==> src/rtl/count_monitor.sv <==
// count_monitor: checks transitions of a 3-bit enable/clear counter, emits wrap/match pulses,
// keeps a saturating wrap tally and serves {wrap_cnt, count} snapshots. Define COUNT_MON_HOLD_CHECK_EN to fault on changes while idle.
module count_monitor #(
    parameter int CNT_W  = 3,
    parameter int WRAP_W = 8
) (
    input  logic                    clk,
    input  logic                    rst,
    input  logic [CNT_W-1:0]        count,
    input  logic                    en,
    input  logic                    cnt_clr,
    input  logic [CNT_W-1:0]        match_val,
    input  logic                    err_clr,
    input  logic                    snap_req,
    input  logic                    snap_ready,
    output logic                    snap_valid,
    output logic [WRAP_W+CNT_W-1:0] snap_data,
    output logic                    wrap_pulse,
    output logic                    match_pulse,
    output logic [WRAP_W-1:0]       wrap_cnt,
    output logic                    fault,
    output logic [1:0]              fault_code
);

    typedef enum logic [1:0] {INIT, TRACK, FAULT} state_t;

    state_t            state, state_nx;
    logic [CNT_W-1:0]  prev, inc;
    logic              en_d, clr_d;
    logic              ok, wrap_fire, match_fire;
    logic [1:0]        bad_code, code_nx;
    logic [WRAP_W-1:0] wrap_nx;

    assign inc = prev + {{(CNT_W-1){1'b0}}, 1'b1};

    // Expected value follows last cycle's controls, since the counter lags them by one cycle.
    always_comb begin
        ok       = 1'b1;
        bad_code = 2'b00;
        if (clr_d) begin
            ok       = (count == '0);
            bad_code = 2'b10;
        end else if (en_d) begin
            ok       = (count == inc);
            bad_code = 2'b01;
        end else begin
`ifdef COUNT_MON_HOLD_CHECK_EN
            ok       = (count == prev);
            bad_code = 2'b11;
`else
            ok       = (count == prev) || (count == inc);
            bad_code = 2'b01;
`endif
        end
    end

    always_comb begin
        state_nx   = state;
        code_nx    = fault_code;
        wrap_fire  = 1'b0;
        match_fire = 1'b0;
        case (state)
            INIT: begin
                state_nx = TRACK;
                code_nx  = 2'b00;
            end
            TRACK: begin
                if (!ok) begin
                    // err_clr takes priority over a fault detected in the same cycle
                    if (err_clr) begin
                        state_nx = INIT;
                        code_nx  = 2'b00;
                    end else begin
                        state_nx = FAULT;
                        code_nx  = bad_code;
                    end
                end else begin
                    wrap_fire  = !clr_d && (prev == '1) && (count == '0);
                    match_fire = (count != prev) && (count == match_val);
                end
            end
            FAULT: begin
                if (err_clr) begin
                    state_nx = INIT;
                    code_nx  = 2'b00;
                end
            end
            default: begin
                state_nx = INIT;
                code_nx  = 2'b00;
            end
        endcase
        wrap_nx = (wrap_fire && wrap_cnt != '1) ? wrap_cnt + 1'b1 : wrap_cnt;
    end

    always_ff @(posedge clk) begin
        if (!rst) begin
            state       <= INIT;
            prev        <= '0;
            en_d        <= 1'b0;
            clr_d       <= 1'b0;
            wrap_pulse  <= 1'b0;
            match_pulse <= 1'b0;
            wrap_cnt    <= '0;
            fault       <= 1'b0;
            fault_code  <= 2'b00;
        end else begin
            state       <= state_nx;
            prev        <= count;
            en_d        <= en;
            clr_d       <= cnt_clr;
            wrap_pulse  <= wrap_fire;
            match_pulse <= match_fire;
            wrap_cnt    <= wrap_nx;
            fault       <= (state_nx == FAULT);
            fault_code  <= code_nx;
        end
    end

    // A request in the accepting cycle replaces the outgoing snapshot back-to-back.
    always_ff @(posedge clk) begin
        if (!rst) begin
            snap_valid <= 1'b0;
            snap_data  <= '0;
        end else if (snap_req && (!snap_valid || snap_ready)) begin
            snap_valid <= 1'b1;
            snap_data  <= {wrap_nx, count};
        end else if (snap_valid && snap_ready) begin
            snap_valid <= 1'b0;
        end
    end

endmodule

==> config.mk <==
export PLATFORM = sky130hd
export DESIGN_NAME = count_monitor
export DESIGN_NICKNAME = d
export VERILOG_FILES = /design/src/rtl/count_monitor.sv
export SDC_FILE = /design/constraint.sdc
export NUM_CORES = 1
export LEC_CHECK = 0
export CORE_ASPECT_RATIO = 1.25
export CORE_UTILIZATION = 50
export DETAILED_ROUTE_END_ITERATION = 8
export HOLD_SLACK_MARGIN = 0.1
export PLACE_DENSITY = 0.9
export SYNTH_ARGS = -nofsm -noshare
export SYNTH_HDL_FRONTEND = slang
export SYNTH_SLANG_ARGS = --single-unit
==> constraint.sdc <==
create_clock -name clk -period 6.5 [get_ports clk]
set_input_delay 0.65 -clock clk [delete_from_list [all_inputs] [get_ports clk]]
set_output_delay 0.65 -clock clk [all_outputs]
set_load 0.02 [all_outputs]
==> impl_metrics.tcl, run 1 <==
set metrics [dict create \
    die_w_um 49.59 \
    register_area_um2 640.6 \
    fin_crit_ps 2621 \
    final_nets 205 \
    drt_iter0_markers 32 \
    crit_path_start_kind "input port" \
    synth_compound_area_share_pct 17.68 \
    post_route_cells_drive_above_1_share_pct 5.820 \
    powerDensity_mw_per_mm2 212.2 \
    syn_area_per_cell_um2 9.249 \
    routed_via_density 5.803 \
    synth_top_area_cell "dfxtp_1" \
    area_growth_pct 30.86 \
    clk_latency_ps 330 \
    synth_top_cells_by_area "dfxtp_1 (45%), a21oi_1 (4.2%), xnor2_1 (3.7%), mux2i_1 (3.5%), xor2_1 (3.1%)" \
    tns_ps 0 \
    endpoint_kind "register" \
    vias 1294 \
    place_hpwl_um 2301 \
    globalplace.congestion 0.8333 \
    synthAdderAreaFrac_pct 2.653 \
    numCtsBuffers 5 \
    clockBufferDepth 2 \
    synth_xor_area_share_pct 6.808 \
    ctsHoldBuffers 0 \
    postRouteAntennaNets 0 \
    grt.total_usage_pct 22.76 \
    cts_resized 0 \
    syn-num-nets 169 \
    io_pins 38 \
    cts.sinks 32 \
    synth-seq-cells 32 \
    hold_viol_final 0 \
    layout_setup_ws_ps 3879 \
    synth_mux_area_share_pct 3.537 \
    vdd_drop_max_mv 0.1434 \
    grt_max_degree 22 \
    period_share_pct 40.32 \
    synth_ff_type "dfxtp_1" \
    fp.dieH_um 61.48 \
    synth_cell_type_count 40 \
    multi_input_area_um2 710.7 \
    synth_top_family_by_area "simple AND/OR/NAND/NOR gates" \
    yosysSeqAreaShare_pct 45.27 \
    cp.arrival_ps 2880 \
    whs_ps 481.6 \
    cts_tree "done" \
    wl_um 3195 \
    cts_setup_buffers 0 \
    fillerInstances 223 \
    r2r_cells 6 \
    cts-htree-levels 2 \
    synth_cells 153 \
    post_drt_wl_per_cell_um 14.33 \
    antenna_found_initial 0 \
    setup_viol 0 \
    holdPathStages 2 \
    slew-limit-headroom_pct 52.35 \
    fp.coreArea_mm2 0.002680 \
    tightest_slew_ps 712.5 \
    synth_common_cells "dfxtp_1 (32), a21oi_1 (12), nor2_1 (9)" \
    fin_skew_ps 9.440 \
    first_pass_iters 4 \
    syn_area_mm2 0.001415 \
    insertedDiodeCount 0 \
    synth_top_area_share_pct 45.27 \
    place_ws_ps 3581 \
    cp.required_ps 6760 \
    leakage_nw 0.6715 \
    synthSimpleGateAreaFrac_pct 19.54 \
    fmax_mhz 381.6 \
    hp-class "reg2reg" \
    grt-ovfl-total 0 \
    io_buffers 37 \
    yosys_warnings 0 \
    run_status "completed" \
    clkTransAtPathRegs_ps 80 \
    num_rows 21 \
    slew_violations 0 \
    critPathKind "in2reg" \
    async_reset_ff_share_pct 0 \
    maxCapViolCount 0 \
    path_max_fanout 7 \
    start_util_pct 52.80 \
    dieArea_mm2 0.003048 \
    rsz0062_at_grt "false" \
    first_global_vias 1219 \
    route.detailed.drc 0 \
    root_buffer "clkbuf_4" \
    yosysMostFrequentCell "dfxtp_1" \
    synth_edf_count 0 \
    grt_pass1_wl_um 5126 \
]
[power by group]
part / internal [mW] / leakage [nW] / total, mW / switching [mW]
registers: 0.204 / 0.262 / 0.209 / 0.00504
logic: 0.0280 / 0.372 / 0.0594 / 0.0313
clock network: 0.0613 / 0.0374 / 0.125 / 0.0635
total: 0.293 / 0.671 / 0.393 / 0.0999
[worst max-delay path, cell delays in order]
cell             delay, ps
clkdlybuf4s50_1        520
nor3_1                 590
o211ai_1               380
or4_4                  570
a31oi_1                170
[layout by cell type, fill, tap and decap left out, types with 2 or more instances in the layout]
cell type        netlist  routed
a211oi_1               5       5
a21oi_1               12      12
a31oi_1                2       2
a41o_1                 2       2
and2_1                 4       4
clkbuf_4               0       5
clkbuf_8               0       2
clkdlybuf4s50_1        0      37
dfxtp_1               32      32
ha_1                   3       3
inv_1                  4       4
mux2i_1                5       5
nand2_1                8       8
nand3_1                5       5
nand4_1                2       2
nor2_1                 9       9
nor2b_1                3       3
nor3_1                 8       8
o21ai_0                8       8
o31ai_1                2       2
xnor2_1                6       6
xor2_1                 5       5
[layout make-up]
class,count,share of cell area [%]
Timing Repair Buffer,38,20.41
Sequential cell,32,34.59
Clock buffer,7,3.514
Tap cell,34,2.297
Multi-Input combinational cell,108,38.38
Inverter,4,0.8108
[stage by stage]
stage	instances	cell area, um2	utilization (%)	total power [mW]
floorplan	153	1415	-	0.2509
global placement	216	1787	66.67	0.2699
detailed placement	216	1787	66.67	0.2721
CTS	223	1852	69.09	0.3941
global route	223	1852	69.09	0.4103
finish	223	1852	69.09	0.3929
[metal layers]
metal  routed length (um)  GRT usage (%)  part of all wire [%]  up-vias
met4                   72          13.47                   2.3        0
met1                 1258          24.21                    39      610
li1                     -              -                     -      624
met5                    0              0                     0        -
met2                 1673          39.96                    52       51
met3                  190          7.407                   5.9        9
[sequential cells by signal, indices dropped and copies added, names as in the netlist, 2 cells and up]
name,flops
wrap_cnt,8
prev,3
snap_data,11
fault_code,2
state,2
[path summary, 6_finish.rpt]
check / slack, ps / from / endpoint
worst max register to register: 4120 / prev[1] / snap_data[6]
worst max-delay path: 3880 / count[1] / snap_data[6]
worst min register to register: 480 / snap_data[7] / snap_data[7]
worst min-delay path: 480 / snap_data[7] / snap_data[7]
[kinds of logic (layout without fill, tap and decap cells)]
kind of cell,count (synthesis),after routing
AO/OA/AOI/OAI,39,39
multiplexers,5,5
AND/OR/NAND/NOR,50,50
XOR/XNOR,11,11
buffers and inverters,13,49
flip-flops,32,32
adder cells (fa/ha/maj),3,3
Power figures use the tool's default switching activity.
==> inputs of run 2 (changes only) <==
- CORE_UTILIZATION: 50 -> 42
- PLACE_DENSITY: 0.9 -> 0.82
- clock period: 6.5 -> 2.21 ns (I/O delays scaled with it)
==> impl_metrics.tcl, run 2 (synthesis results as in run 1) <==
set metrics [dict create \
    io_pins 38 \
    fin_crit_ps 2158 \
    fp.dieH_um 66.90 \
    run_status "completed" \
    cp.arrival_ps 2370 \
    grt_pass1_wl_um 5582 \
    powerDensity_mw_per_mm2 599.9 \
    first_pass_iters 4 \
    tightest_slew_ps 528.5 \
    cts_tree "done" \
    fillerInstances 265 \
    clkTransAtPathRegs_ps 60 \
    cp_common_cell "ha_4" \
    ctsHoldBuffers 0 \
    largest_reg_flops 11 \
    path_max_fanout 6 \
    leakage_nw 0.7471 \
    globalplace.congestion 0.8747 \
    register_area_um2 643.1 \
    vdd_drop_max_mv 0.5053 \
    start_util_pct 43.91 \
    clockBufferDepth 2 \
    endpoint_kind "register" \
    crit_path_start_kind "register" \
    path_cells "ha_4 -> ha_4 -> xor2_1 -> or3_4 -> a21oi_2 -> or4b_4 -> a31oi_1" \
    routed_via_density 5.490 \
    critPathKind "reg2reg" \
    first_global_vias 1342 \
    cts.sinks 32 \
    vias 1323 \
    crit_family "simple AND/OR/NAND/NOR gates" \
    clk_latency_ps 280 \
    slowest_stage "or4b_4" \
    post_drt_wl_per_cell_um 14.38 \
    io_buffers 37 \
    grt-ovfl-total 0 \
    largest_registers "snap_data (11), wrap_cnt (8), prev (3)" \
    area_growth_pct 43.94 \
    hp-class "reg2reg" \
    num_rows 23 \
    cts-htree-levels 2 \
    cp.required_ps 2420 \
    drt_iter0_markers 20 \
    place_hpwl_um 2564 \
    grt.total_usage_pct 21.91 \
    layout_setup_ws_ps 51.67 \
    root_buffer "clkbuf_8" \
    period_share_pct 97.66 \
    die_w_um 53.92 \
    final_nets 220 \
    slew-limit-headroom_pct 64.61 \
    numCtsBuffers 5 \
    wl_um 3466 \
    route.detailed.drc 0 \
    final_cell_area_mm2 0.002037 \
    final_common_cell "clkdlybuf4s50_1" \
    post_route_cells_drive_above_1_share_pct 17.16 \
    postRouteAntennaNets 0 \
    final_cell_mix "clkdlybuf4s50_1 (37), dfxtp_1 (30), buf_4 (16)" \
    fmax_mhz 463.3 \
    fp.coreArea_mm2 0.003223 \
    top_register "snap_data" \
    maxCapViolCount 0 \
    place_ws_ps -54.23 \
    antenna_found_initial 0 \
    worstPathBufferInverterCount 0 \
    multi_input_area_um2 764.5 \
    hold_viol_final 0 \
    slew_violations 0 \
    grt_max_degree 21 \
    cpPeakStageDelay_ps 470 \
    dpl_cell_area_mm2 0.001923 \
    setup_viol 0 \
    dieArea_mm2 0.003607 \
    insertedDiodeCount 0 \
    fin_skew_ps 7.074 \
]
==> run 2: changes by cell type in the layout (fill, tap and decap cells not counted), moves of 2 or more <==
cell and change:
ha_1 -2, clkbuf_4 -5, a21oi_2 +2, ha_4 +2, dfxtp_2 +2, dfxtp_1 -2, clkbuf_8 +3, a21oi_1 -2
buf_4 +15
==> run 2: path summary, 6_finish.rpt <==
check             startpoint            to  cells after the start  slack [ps]
setup / recovery     prev[0]  snap_data[9]                      7          50
hold / removal      state[1]      state[0]                      1         480
setup reg to reg     prev[0]  snap_data[9]                      7          50
hold reg to reg     state[1]      state[0]                      1         480
==> run 2: cell type report <==
| class | instances | share of cell area, % |
|---|---|---|
| Clock buffer | 6 | 3.563 |
| Clock inverter | 1 | 0.2457 |
| Inverter | 4 | 0.7371 |
| Multi-Input combinational cell | 108 | 37.53 |
| Sequential cell | 32 | 31.57 |
| Tap cell | 37 | 2.273 |
| Timing Repair Buffer | 53 | 24.08 |
==> run 2: power breakdown <==
group,internal (mW),total (mW),switching [mW]
logic,0.0971,0.196,0.0989
registers,0.601,0.616,0.0157
clock network,0.213,0.410,0.196
total,0.911,1.22,0.311
==> run 2: per-stage QoR <==
| step | power, mW | hold WS, ps | cells | setup TNS [ps] | util (%) |
|---|---|---|---|---|---|
| final | 1.222 | 476.9 | 241 | 0 | 63.20 |
| after global routing | 1.276 | 501.1 | 241 | -1.084 | 63.20 |
| after CTS | 1.228 | 481.3 | 239 | 0 | 62.34 |
| after detailed placement | 0.8197 | 466.8 | 232 | -173.3 | 59.67 |
| after global placement | 0.8131 | 458.1 | 232 | -22.18 | 59.67 |
| after floorplan | 0.7419 | 344.9 | 153 | 0 | - |
==> run 2: metal layers <==
layer	wire (um)	up-vias	part of all wire, %	global-route usage [%]
met1	1362	618	39	21.42
met2	1886	40	54	39.35
met3	153	6	4.4	5.708
met4	64	0	1.8	13.16
li1	-	659	-	-
met5	0	-	0	0
==> run 2: what timing repair did <==
action,4_1_cts,5_1_grt
pin swaps,0,1
gates resized for setup,2,3
buffers inserted,0,2
setup endpoints to repair,2,3
